--- src/rtl/scroll_sequencer.sv ---
// Scroll position sequencer: prescaled step tick, message position index and
// run/pause/step/restart control for the scrolling seven-segment display.
module scroll_sequencer #(
    parameter int TICK_DIV = 50000000,
    parameter int CW       = 26,
    parameter int LEN      = 9,
    parameter int PW       = 4
) (
    input  logic          clk,
    input  logic          Clr,
    input  logic          en,
    input  logic          dir,
    input  logic [1:0]    speed,
    input  logic          step,
    input  logic          restart,
    output logic [PW-1:0] pos,
    output logic          tick,
    output logic          wrap,
    output logic          running
);

    localparam logic [1:0]    IDLE  = 2'd0;
    localparam logic [1:0]    RUN   = 2'd1;
    localparam logic [1:0]    PAUSE = 2'd2;
    localparam logic [CW-1:0] DIV   = CW'(TICK_DIV);
    localparam logic [PW-1:0] LAST  = PW'(LEN - 1);

    logic [1:0]    state_reg, state_next;
    logic [CW-1:0] cnt_reg, cnt_next;
    logic [PW-1:0] pos_reg, pos_next, pos_adv;
    logic          tick_reg, tick_next;
    logic          wrap_reg, wrap_next, wrap_adv;
    logic          running_reg;
    logic [CW-1:0] period, term;
    logic          terminal, step_ok;

    // A very high speed setting can shift the period to zero; treat it as 1.
    assign period   = DIV >> speed;
    assign term     = (period == '0) ? '0 : period - CW'(1);
    assign terminal = (cnt_reg >= term);
    assign step_ok  = step && (state_reg == PAUSE || (state_reg == IDLE && !en));

    always_comb begin
        state_next = state_reg;
        case (state_reg)
            IDLE:    if (en)  state_next = RUN;
            RUN:     if (!en) state_next = PAUSE;
            PAUSE:   if (en)  state_next = RUN;
            default: state_next = IDLE;
        endcase
    end

    // Single advance rule shared by the prescaler tick and the step pulse.
    always_comb begin
        pos_adv  = pos_reg;
        wrap_adv = 1'b0;
        if (!dir) begin
            if (pos_reg >= LAST) begin
                pos_adv  = '0;
                wrap_adv = 1'b1;
            end else begin
                pos_adv = pos_reg + PW'(1);
            end
        end else begin
            if (pos_reg == '0 || pos_reg > LAST) begin
                pos_adv  = LAST;
                wrap_adv = 1'b1;
            end else begin
                pos_adv = pos_reg - PW'(1);
            end
        end
    end

    always_comb begin
        cnt_next  = cnt_reg;
        pos_next  = pos_reg;
        tick_next = 1'b0;
        wrap_next = 1'b0;
        case (state_reg)
            RUN: begin
                if (terminal) begin
                    cnt_next  = '0;
                    pos_next  = pos_adv;
                    tick_next = 1'b1;
                    wrap_next = wrap_adv;
                end else begin
                    cnt_next = cnt_reg + CW'(1);
                end
            end
            PAUSE: begin
                if (step_ok) begin
                    pos_next  = pos_adv;
                    tick_next = 1'b1;
                    wrap_next = wrap_adv;
                end
            end
            default: begin
                cnt_next = '0;
                if (step_ok) begin
                    pos_next  = pos_adv;
                    tick_next = 1'b1;
                    wrap_next = wrap_adv;
                end
            end
        endcase
        // restart overrides both the terminal count and a step; state is untouched.
        if (restart) begin
            cnt_next  = '0;
            pos_next  = '0;
            tick_next = 1'b0;
            wrap_next = 1'b0;
        end
    end

    always_ff @(posedge clk or posedge Clr) begin
        if (Clr) begin
            state_reg   <= IDLE;
            cnt_reg     <= '0;
            pos_reg     <= '0;
            tick_reg    <= 1'b0;
            wrap_reg    <= 1'b0;
            running_reg <= 1'b0;
        end else begin
            state_reg   <= state_next;
            cnt_reg     <= cnt_next;
            pos_reg     <= pos_next;
            tick_reg    <= tick_next;
            wrap_reg    <= wrap_next;
            running_reg <= (state_next == RUN);
        end
    end

    assign pos     = pos_reg;
    assign tick    = tick_reg;
    assign wrap    = wrap_reg;
    assign running = running_reg;

endmodule

--- config.mk ---
export PLATFORM = sky130hd
export DESIGN_NAME = scroll_sequencer
export DESIGN_NICKNAME = d
export VERILOG_FILES = /design/src/rtl/scroll_sequencer.sv
export SDC_FILE = /design/constraint.sdc
export NUM_CORES = 1
export LEC_CHECK = 0
export ABC_AREA = 1
export CORE_MARGIN = 2
export CORE_UTILIZATION = 65
export CTS_CLUSTER_DIAMETER = 150
export CTS_CLUSTER_SIZE = 24
export DETAILED_ROUTE_END_ITERATION = 16
export HOLD_SLACK_MARGIN = 0.06
export PLACE_DENSITY = 0.86
export SETUP_SLACK_MARGIN = 0.4
export SYNTH_ARGS = -nofsm -noshare
export SYNTH_HDL_FRONTEND = slang
export SYNTH_SLANG_ARGS = --single-unit
export TNS_END_PERCENT = 30
--- constraint.sdc ---
create_clock -name clk -period 4.2 [get_ports clk]
set_clock_uncertainty 0.05 [all_clocks]
set_input_delay 1.26 -clock clk [delete_from_list [all_inputs] [get_ports clk]]
set_output_delay 1.26 -clock clk [all_outputs]
set_load 0.1 [all_outputs]
==> results of run 1 <==
power breakdown:
part | switching (µW) | total, µW | internal, µW
combinational | 99.9 | 144 | 43.8
clock | 115 | 244 | 128
sequential | 9.02 | 354 | 344
kinds of logic after synthesis:
family	synth area share, %
compound gates	9.411
other cells	0.2853
buf+inv	9.125
fa+ha+maj	10.93
simple gates	27.80
xor+xnor	8.317
mux	0.8555
flops	33.27
worst paths after layout:
check	start	end	slack [ns]	depth (start not counted)
setup reg to reg	cnt_reg[17]$_DFFE_PP0P_	pos[1]$_DFFE_PP0P_	2.09	12
hold / removal	state_reg[0]$_DFF_PP0_	running$_DFF_PP0_	0.41	1
max in group asynchronous	Clr	pos[2]$_DFFE_PP0P_	2.45	3
hold reg to reg	state_reg[0]$_DFF_PP0_	running$_DFF_PP0_	0.41	1
min in group asynchronous	Clr	cnt_reg[25]$_DFFE_PP0P_	1.33	3
setup / recovery	speed[0]	cnt_reg[11]$_DFFE_PP0P_	0.61	15
per-layer routing:
metal / part of all wire, % / GRT usage (%) / vias up
li1: - / - / 1178
met1: 45 / 38.83 / 1108
met2: 46 / 43.87 / 78
met3: 5.8 / 6.000 / 17
met4: 3.0 / 13.78 / 0
met5: 0 / 0 / -
cell usage after synthesis, drive strengths merged (3+ instances only):
cell | n | area [µm²]
nand4 | 9 | 56.30
nor3 | 11 | 66.32
xor2 | 22 | 192.7
o22ai | 19 | 125.1
nand3 | 23 | 120.1
o21ai | 9 | 48.79
ha | 23 | 287.8
nand2 | 85 | 331.6
dfrtp | 35 | 875.8
buf | 3 | 27.52
a21oi | 10 | 50.05
nor2 | 35 | 143.9
xnor2 | 3 | 26.28
inv | 52 | 195.2
what timing repair did:
item | CTS | global route
hold buffers | 0 | 0
endpoints found under the setup margin | 0 | 17
gates resized for setup | 0 | 2
final cells by class:
class / count / share of cell area, %
clock inverter: 1 / 0.1712
clock buffer: 6 / 2.825
tap: 50 / 2.140
inverter: 53 / 6.807
timing repair buffer: 16 / 5.822
multi-input combinational: 258 / 52.27
sequential: 35 / 29.97
metrics by stage:
step	hold WS [ns]	std cells	area, µm²
after floorplan	0.3890	350	2636
after global routing	0.4542	419	2923
after CTS	0.4188	419	2913
final	0.4146	419	2923
after detailed placement	0.4097	412	2825
after global placement	0.4078	412	2825
==> flow_summary_export.csv, run 1 <==
group,metric,value,unit
cts,clock_tree.buffer_depth,2,
worst_setup_path,crit_family,"buffers and inverters",
floorplanning,num_rows,23,
timing,relSlewSlack,34.72,%
global_route,grt_pass1_vias,2120,
global_route,antenna_found_initial,0,
timing,worst_slew_pin_slew,0.9761,ns
logic_synthesis,seq_area_frac_synth,33.27,%
finish,final_common_cell,"nand2_1",
logic_synthesis,ys_types,34,
logic_synthesis,syn_avg_cell_area,7.543,µm²
logic_synthesis,synth_edf_count,0,
logic_synthesis,async_flop_share,100.0,%
logic_synthesis,yosysWarnings,0,
placement,place_hpwl,4644,µm
worst_setup_path,crit_type,"in -> reg",
floorplanning,die_h,67.64,µm
timing,finalHoldViolCount,0,
cts,cts_buffers,5,
worst_setup_path,cp_max_fo,15,
cts,cts_sinks,35,
routing,vias,2381,
cts,cts_tree,"yes",
timing,fin_ws,0.6134,ns
placement,io_buffers,14,
finish,post-route-util,74.14,%
timing,setup_viol,0,
worst_setup_path,end_kind,"flip-flop",
pwr,p_total,741.0,µW
worst_setup_path,arrival,3.73,ns
pwr,powerDensity,253.5,nW/µm²
finish,fillCellCount,291,
finish,multi_input_area,1528,µm²
timing,fmax,278.8,MHz
finish,most-common-layout-cells,"82 x nand2_1, 50 x inv_1, 35 x dfrtp_1, 32 x nor2_1, 23 x ha_1",
cts,clk_pin_slew,0.07,ns
cts,cts_max_level,2,
worst_setup_path,crit_path_max_incr_delay,0.55,ns
routing,drc,0,
routing,drt-vias-per-instance,5.683,
pwr,ir_drop,0.2487,mV
timing,finalSetupTns,0,ns
cts,insertion_delay,0.29,ns
routing,detail-route-antenna-nets,0,
routing,dr.pass1.iters,4,
logic_synthesis,ys_seq_elements,35,
finish,syn_to_final_growth,11.03,%
worst_setup_path,setup.worst_path.start_class,"input pin",
timing,grt_setup_unrepaired,"false",
finish,largest_reg_flops,26,
placement,gp_congestion,0.8749,
finish,seq_area,875.8,µm²
timing,period_share,85.39,%
timing,min_period,3.587,ns
global_route,grt_usage,28.75,%
finish,drive_above_1_share,5.962,%
worst_setup_path,critPathSlowestCell,"clkdlybuf4s50_1",
floorplanning,dieWidth,67.64,µm
global_route,grt_start_max_net_pins,36,
cts,ctsRootBufferMaster,"clkbuf_8",
worst_setup_path,cp_cell_sequence,"clkdlybuf4s50_1 -> inv_2 -> nand2_4 -> ha_1 -> ha_1 -> a21oi_1 -> o21ai_0 -> nand2_1 -> nand2_1 -> nand2_1 -> nand2_1 -> nand2_1 -> nand3_4 -> buf_12 -> o22ai_1",
timing,slew_viol_final,0,
cts,cts_setup_buffers,0,
worst_setup_path,crit_top_cell,"nand2_1",
pwr,p_leak,0.001380,µW
worst_setup_path,critPathBufInv,3,
worst_setup_path,required,4.34,ns
status,status,"complete, no violations",
hold_path,min_path_type,"reg -> reg",
logic_synthesis,syn_area,2633,µm²
logic_synthesis,synth-main-ff-cell,"dfrtp_1",
logic_synthesis,netlist_instances,349,
floorplanning,pin_count,15,
global_route,grt-ovfl-total,0,
global_route,grt_pass1_wl,9708,µm
floorplanning,core_area,3943,µm²
routing,routed_wirelength,5949,µm
floorplanning,start_util,66.77,%
finish,antenna_cells,0,
routing,wire_per_inst,14.20,µm
floorplanning,die_area,4575,µm²
placement,place_ws,0.2023,ns
routing,drt_iter0_drc,124,
finish,final_nets,400,
run,cap_violations,0,
No activity file was read; power rests on OpenSTA's default activity.
==> inputs of run 2 (changes only) <==
--- a/config.mk
+++ b/config.mk
@@ -7,12 +7,12 @@
 export LEC_CHECK = 0
 export ABC_AREA = 1
 export CORE_MARGIN = 2
-export CORE_UTILIZATION = 65
+export CORE_UTILIZATION = 60
 export CTS_CLUSTER_DIAMETER = 150
 export CTS_CLUSTER_SIZE = 24
 export DETAILED_ROUTE_END_ITERATION = 16
 export HOLD_SLACK_MARGIN = 0.06
-export PLACE_DENSITY = 0.86
+export PLACE_DENSITY = 0.8
 export SETUP_SLACK_MARGIN = 0.4
 export SYNTH_ARGS = -nofsm -noshare
 export SYNTH_HDL_FRONTEND = slang
==> constraint.sdc (replaced) <==
create_clock -name clk -period 3.9 [get_ports clk]
set_clock_uncertainty 0.05 [all_clocks]
set_input_delay 1.17 -clock clk [delete_from_list [all_inputs] [get_ports clk]]
set_output_delay 1.17 -clock clk [all_outputs]
set_load 0.1 [all_outputs]
==> flow_summary_export.csv, run 2 (synthesis gave the netlist of run 1 again) <==
group,metric,value,unit
status,status,"complete, no violations",
timing,worst_slew_pin_slew,0.9660,ns
floorplanning,die_h,70.24,µm
worst_setup_path,setup.worst_path.start_class,"input pin",
worst_setup_path,critPathBufInv,1,
routing,dr.pass1.iters,4,
pwr,powerDensity,272.6,nW/µm²
timing,slew_viol_final,0,
cts,cts_max_level,2,
cts,cts_sinks,35,
finish,final_nets,401,
pwr,p_leak,0.001396,µW
timing,fmax,326.1,MHz
global_route,grt_usage,26.26,%
cts,insertion_delay,0.29,ns
placement,place_hpwl,4603,µm
routing,drt_iter0_drc,189,
worst_setup_path,critPathSlowestCell,"dlymetal6s2s_1",
global_route,antenna_found_initial,0,
floorplanning,die_area,4934,µm²
worst_setup_path,reg2reg_slack,1.86,ns
timing,period_share,78.62,%
routing,wire_per_inst,14.18,µm
floorplanning,start_util,61.31,%
finish,most-common-layout-cells,"82 x nand2_1, 50 x inv_1, 35 x dfrtp_1, 32 x nor2_1, 23 x ha_1",
timing,setup_viol,0,
cts,clk_pin_slew,0.07,ns
run,cap_violations,0,
timing,finalSetupTns,0,ns
placement,gp_congestion,0.9569,
placement,place_inst,415,
routing,routed_wirelength,5998,µm
worst_setup_path,arrival,3.19,ns
worst_setup_path,required,4.03,ns
timing,relSlewSlack,35.40,%
timing,min_period,3.066,ns
cts,clock_tree.buffer_depth,2,
timing,finalHoldViolCount,0,
routing,drc,0,
cts,cts_buffers,5,
routing,detail-route-antenna-nets,0,
worst_setup_path,cp_max_fo,9,
global_route,grt_pass1_vias,2295,
floorplanning,pin_count,15,
finish,final_common_cell,"nand2_1",
hold_path,min_path_type,"reg -> reg",
global_route,grt_start_max_net_pins,36,
finish,largest_reg_flops,26,
cts,cts-resized-gates,0,
routing,drt-vias-per-instance,5.501,
placement,io_buffers,14,
cts,ctsHoldBuffers,0,
worst_setup_path,crit_path_max_incr_delay,0.31,ns
worst_setup_path,cp_cell_sequence,"dlymetal6s2s_1 -> nand2_1 -> ha_1 -> ha_1 -> nand2_1 -> o21ai_0 -> nand2_1 -> nand2_1 -> nand2_1 -> nand2_1 -> nand2_1 -> nand2_1 -> nand2_2 -> nand3_1 -> nand2_1",
finish,drive_above_1_share,7.008,%
floorplanning,core_area,4294,µm²
worst_setup_path,crit_type,"in -> reg",
worst_setup_path,crit_top_cell,"nand2_1",
cts,cts_tree,"yes",
finish,post-route-util,67.80,%
finish,antenna_cells,0,
worst_setup_path,end_kind,"flip-flop",
cts,cts_setup_buffers,0,
finish,syn_to_final_growth,10.60,%
finish,final-instance-count-excl-fill,423,
pwr,ir_drop,0.2035,mV
worst_setup_path,crit_family,"simple AND/OR/NAND/NOR gates",
cts,ctsRootBufferMaster,"clkbuf_8",
global_route,grt_pass1_wl,10300,µm
routing,vias,2327,
timing,grt_setup_unrepaired,"false",
floorplanning,num_rows,24,
floorplanning,dieWidth,70.24,µm
global_route,grt-ovfl-total,0,
[run 2: changes by cell type in the layout (fill, tap and decap cells not counted)]
cell             before  now
clkdlybuf4s50_1      13    8
clkbuf_1              0    2
nand3_4               1    0
nand3_2               0    1
clkbuf_8              6    5
buf_4                 1    6
dlymetal6s2s_1        1    2
[run 2: routing by layer]
metal | vias up | share of wire, % | global-route usage [%]
li1 | 1178 | - | -
met1 | 1085 | 45 | 35.66
met2 | 54 | 48 | 43.19
met3 | 10 | 5.3 | 4.473
met4 | 0 | 1.5 | 7.479
met5 | - | 0 | 0
[run 2: through the flow]
step / worst slack (ns) / hold slack, ns / power (µW) / cell area (µm²)
after floorplan: 0.9944 / 0.3890 / 501.1 / 2636
after global placement: 0.3055 / 0.4059 / 537.3 / 2825
after detailed placement: 0.1792 / 0.4160 / 541.1 / 2825
after CTS: 0.4803 / 0.4255 / 795.9 / 2907
after global routing: 0.6627 / 0.4411 / 827.8 / 2912
final: 0.8338 / 0.4250 / 793.8 / 2912
[run 2: final cells by class]
class                           count  area (µm²)
Clock buffer                        7       76.32
Clock inverter                      1       5.005
Fill cell                         392        1383
Inverter                           53       198.9
Multi-Input combinational cell    258        1520
Sequential cell                    35       875.8
Tap cell                           52       65.06
Timing Repair Buffer               17       170.2
[run 2: final timing paths]
check	start	endpoint	cells past startpoint
max	speed[1]	pos[3]$_DFFE_PP0P_	15
min	state_reg[0]$_DFF_PP0_	state_reg[0]$_DFF_PP0_	1
max reg2reg	cnt_reg[17]$_DFFE_PP0P_	pos[3]$_DFFE_PP0P_	12
min reg2reg	state_reg[0]$_DFF_PP0_	state_reg[0]$_DFF_PP0_	1
max in group asynchronous	Clr	pos[1]$_DFFE_PP0P_	3
min in group asynchronous	Clr	cnt_reg[24]$_DFFE_PP0P_	3
[run 2: where the power goes]
part	internal, µW	switching [µW]	total, µW
registers	371	10.0	381
logic	46.0	107	153
clock network	125	135	260
